**src/rtl/instr_fetch.sv**
```systemverilog
// instr_fetch: PC register and req/ack fetch from instruction memory into a valid/ready instruction register
module instr_fetch #(
  parameter logic [31:0] RESET_PC = 32'h0000_0000
) (
  input  logic        clk,
  input  logic        rst,
  output logic        imem_req,
  output logic [31:0] imem_addr,
  input  logic        imem_ack,
  input  logic [31:0] imem_rdata,
  output logic [31:0] instr,
  output logic [31:0] instr_pc,
  output logic [31:0] instr_pc4,
  output logic        instr_valid,
  input  logic        instr_ready,
  input  logic        redirect,
  input  logic [31:0] redirect_pc
);
  typedef enum logic [1:0] {IDLE, REQ, HOLD} state_t;
  state_t      r_state, w_next;
  logic [31:0] r_fetch_pc, r_instr, r_instr_pc, r_instr_pc4;
  logic [31:0] w_pc_next;
  logic        w_take;
  always_comb begin
    w_next = r_state;
    w_take = (r_state == REQ) && imem_ack && !redirect;
    w_pc_next = r_fetch_pc + 32'd4;
    if (redirect) w_next = REQ;
    else w_next = (r_state == IDLE) ? REQ :
                  (r_state == REQ)  ? (imem_ack ? HOLD : REQ) :
                  (instr_ready ? REQ : HOLD);
  end
  always_ff @(posedge clk or posedge rst) begin
    if (rst) begin
      r_state     <= IDLE;
      r_fetch_pc  <= RESET_PC;
      r_instr     <= '0;
      r_instr_pc  <= '0;
      r_instr_pc4 <= '0;
    end else begin
      r_state    <= w_next;
      r_fetch_pc <= redirect ? {redirect_pc[31:2], 2'b00} : w_take ? w_pc_next : r_fetch_pc;
      if (w_take) begin
        r_instr     <= imem_rdata;
        r_instr_pc  <= r_fetch_pc;
        r_instr_pc4 <= w_pc_next;
      end
    end
  end
  assign imem_req    = r_state == REQ;
  assign imem_addr   = {r_fetch_pc[31:2], 2'b00};
  assign instr       = r_instr;
  assign instr_pc    = r_instr_pc;
  assign instr_pc4   = r_instr_pc4;
  assign instr_valid = r_state == HOLD;
endmodule

```
**config.mk**
```make
export PLATFORM = sky130hd
export DESIGN_NAME = instr_fetch
export DESIGN_NICKNAME = d
export VERILOG_FILES = /design/src/rtl/instr_fetch.sv
export SDC_FILE = /design/constraint.sdc
export NUM_CORES = 1
export LEC_CHECK = 0
export ABC_AREA = 1
export CAP_MARGIN = 20
export CORE_MARGIN = 2
export CORE_UTILIZATION = 45
export DETAILED_ROUTE_END_ITERATION = 8
export PLACE_DENSITY_LB_ADDON = 0.08
export SKIP_CTS_REPAIR_TIMING = 1
export SYNTH_ARGS = -nofsm -noshare
export SYNTH_HDL_FRONTEND = slang
export SYNTH_SLANG_ARGS = --single-unit
```
**constraint.sdc**
```tcl
create_clock -name clk -period 5.3 [get_ports clk]
set_clock_uncertainty 0.15 [all_clocks]
set_input_delay 1.06 -clock clk [delete_from_list [all_inputs] [get_ports clk]]
set_output_delay 1.06 -clock clk [all_outputs]
set_load 0.01 [all_outputs]
```
# Yosys cells after proc, flatten, opt, wreduce, memory -nomap -nowiden

Index checks and enable logic that the tools add are counted.

Bits in registers: 130
Latch bits: 0
Bits in writable memories: 0
ROM bits: 0
Memories: 0

$add $sub $neg: 1
Multiply operators: 0
Div/mod/pow operators: 0
Magnitude comparators: 0
Equal/unequal tests: 2
Shifts and indexed selects: 0
Mux-type cells: 7
Bitwise logic cells: 0
Reduce and logical (&&, ||, !) cells: 5

Operators with widths:

| operator                                                               | number |
|---|---|
| 32-bit two-way mux                                                     | 2 |
| 32-bit by 3-bit adder with 32-bit output (second input constant)       | 1 |
| 2-bit two-way mux                                                      | 5 |
| 2-bit by 1-bit equality test with 1-bit output (second input constant) | 1 |
| 2-bit equality test (second input constant)                            | 1 |
| 1-bit logical AND                                                      | 2 |
| 2-bit logical NOT                                                      | 1 |
| 2-bit nonzero test                                                     | 1 |
| 1-bit logical NOT                                                      | 1 |

# Depth between registers and ports, before layout

Word-level depth: 5
Depth in mapped cells: 9
Mapped depth without buffers: 9

# Least setup slack after synthesis

OpenSTA, ideal clock, no wires.

Path kind: input -> register
From: input port redirect
To: register r_instr_pc4[6] (netlist: instr_pc4[6])
Setup time: 0.128 ns
Data arrival time: 1.693 ns
Data required time: 5.022 ns
Setup slack: 3.329 ns
Stages on the path: 6
Path buffers: 2
Path through: inv_1 > nand3_2 > buf_2 > buf_2 > nand2_1 > nand2_1

Word-level cells in the longest chain between the ends: 2

Ends and longest elaborated chain:

| what                   | line | text |
|---|---|---|
| start: declaration     | 16   | `input logic redirect,` |
| 1-bit logical NOT      | 26   | `w_take = (r_state == REQ) && imem_ack && !redirect;` |
| 1-bit logical AND      | 26   |  |
| end signal: assignment | 46   | `r_instr_pc4 <= w_pc_next;` |
| end: declaration       | 21   | `logic [31:0] r_fetch_pc, r_instr, r_instr_pc, r_instr_pc4;` |

No other way between the ends.
A chain may end at the register's enable or synchronous reset.

# Final worst setup path

From: input port redirect
To: register r_instr_pc4[22] (netlist: instr_pc4[22])

The elaborated chain is that of the path after synthesis.

==> reports/metrics.cfg <==
[setup_path]
cp-start-kind=input pin
reg2reg_from=r_state[1]
path_max_fanout=40
cp.required_ns=5.49
crit_path_end=instr_pc4[22]
timing.rr.end=instr_pc4[22]
r2r.worst_path.cells=6
cp.arrival_ns=3.26
path_class=in -> reg
setup.worst_path.end_class=flip-flop
r2r_slack_ns=3.12
crit_path_start=redirect

[route]
route.detailed.drc=0
num_vias=5196
dr.pass1.iters=5
wl_per_cell_um=14.9
via_per_inst=4.85
ant_nets=0
drt_wl_total_um=16000
drtIter0Drc=338

[grt]
track_usage_pct=25.4
grt_pass1_vias=5158
grt_pass1_wl_um=26000
overflow=0
grt_start_max_net_pins=115
antenna_found_initial=0

[sta]
drv_slew=0
period_needed_ns=3.07
slew_headroom_pct=59.9
worstMarginPinSlew_ns=0.601
clock.fmax_ghz=0.326
setup_tns_ns=0
rsz0062_at_grt=false
setup_violations=0
final_hold_viol_count=0
whs_ns=0.323
fin_crit_sh_pct=57.9

[finish]
fin_util_pct=68.1
layout-drive-gt1-share_pct=6.31
layout_commonest_cell=nand2_1
syn2layout_area_growth_pct=47.7
stdcell_area_um2=8210
diodes=0
fillers=1031
final_cell_mix=nand2_1 (343), clkdlybuf4s50_1 (190), dfrtp_1 (124)
nNetsFinal=961

[min_path]
hp-class=reg -> reg

[synth]
yosys_warnings=0
yosysUniqueCellTypes=24
synth_compound_area_share_pct=4.59
yosys.area_share.simple_pct=32.8
yosys_register_bits=124
yosysSeqAreaShare_pct=55.8
synth_top_family_by_area=simple AND/OR/NAND/NOR gates
synthAdderAreaFrac_pct=0.225
netlist_area_um2=5560
avgSynthCellArea_um2=7.94
synth-xor-area-share_pct=0.630
syn_inst=700
muxShareOfSynthArea_pct=0

[cts]
clk_path_buf_depth=2
clk_latency_ns=0.41
cts_root_buffer=clkbuf_16
clk_pin_slew_worst_paths_ns=0.05
cts_buffers=17
cts_tree=yes
htreeDepth=4
clock-sinks=124

[floorplanning]
die_w_um=115
start_util_pct=46.1
coreArea_um2=12100
num_rows=40
die_h_um=115
io_pins=199
dieArea_um2=13300

[placed_design]
io_buffers=190
place_hpwl_um=11200
dpl_cell_area_um2=7580
gp_congestion=0.862

[run]
cap_violations=0

[pwr]
p_leak_nw=3.96
vdd_drop_max_v=0.000250
power_density_nw_per_um2=404

[outcome]
outcome=finished clean

==> how the worst min path moves through the flow <==
stage / startpoint / to / slack (ns) / cells after the start
after detailed placement: instr_pc4[31] / instr_pc4[31] / 0.32 / 2
final: instr_pc[17] / instr_pc[17] / 0.32 / 2
after CTS: instr_pc[17] / instr_pc[17] / 0.33 / 2
after global placement: instr[25] / instr[25] / 0.31 / 2
after global routing: instr_pc[20] / instr_pc[20] / 0.35 / 2
after floorplan: instr[0] / instr[0] / 0.37 / 2
==> registers in the layout (all words and copies together) (netlist names) <==
register / count
r_fetch_pc: 30
instr_pc: 30
instr: 32
r_state: 2
instr_pc4: 30
==> final cells by class <==
type	count	area [µm²]	area share, %
Sequential cell	124	3100	37.8
Multi-Input combinational cell	505	2160	26.3
Timing Repair Buffer	197	1990	24.3
Clock buffer	24	482	5.87
Tap cell	168	210	2.56
Inverter	46	175	2.13
Clock inverter	8	90.1	1.10
==> per-layer routing <==
layer | share of wire (%) | track usage [%] | vias up
met5 | 0 | 0 | -
met4 | 1.9 | 9.40 | 0
met3 | 7.6 | 7.75 | 25
met2 | 48 | 39.6 | 190
met1 | 43 | 33.6 | 2449
li1 | - | - | 2532
==> cells in the mapped netlist <==
library cell | instances | share of area [%]
a21oi_1 | 3 | 0.27
and2_1 | 3 | 0.34
buf_2 | 15 | 1.4
buf_4 | 6 | 0.81
clkbuf_1 | 8 | 0.54
clkbuf_2 | 1 | 0.090
conb_1 | 1 | 0.067
dfrtp_1 | 124 | 56
ha_1 | 1 | 0.22
inv_1 | 45 | 3.0
inv_2 | 1 | 0.067
nand2_1 | 343 | 23
nand2_2 | 4 | 0.45
nand3_1 | 50 | 4.5
nand3_2 | 1 | 0.18
nor2_1 | 30 | 2.0
nor2_2 | 9 | 1.0
nor2_4 | 5 | 1.0
o211ai_1 | 1 | 0.14
o21ai_0 | 39 | 3.5
o21bai_1 | 4 | 0.54
o31ai_1 | 1 | 0.14
or2_2 | 1 | 0.11
xnor2_1 | 4 | 0.63
==> worst max-delay path, cell delays in order <==
cell	delay, ns
clkdlybuf4s50_1	0.40
buf_4	0.25
inv_1	0.16
nand3_4	0.09
inv_2	0.45
buf_4	0.50
nand3_1	0.21
nand2_1	0.11
==> kinds of logic (layout without fill, tap and decap cells) <==
| logic type | after synthesis | after routing |
|---|---|---|
| simple gates | 446 | 446 |
| flops | 124 | 124 |
| buf+inv | 76 | 275 |
| compound gates | 48 | 48 |
| xor+xnor | 4 | 4 |
| fa+ha+maj | 1 | 1 |
| other cells | 1 | 6 |
==> stage by stage <==
step | std cells | power [mW] | setup WS, ns
3_5_place_dp | 1038 | 2.21 | 1.61
5_1_grt | 1072 | 3.50 | 2.06
4_1_cts | 1070 | 3.34 | 2.05
3_3_place_gp | 1038 | 2.19 | 1.66
2_1_floorplan | 705 | 1.65 | 0.791
6_report | 1072 | 3.32 | 2.23
==> power by group <==
group	leakage (nW)	switching (mW)	internal [mW]
clock	0.288	0.393	0.724
combinational	2.12	0.410	0.491
sequential	1.55	0.148	1.15
Note: power is estimated with default switching activity, not from simulation.
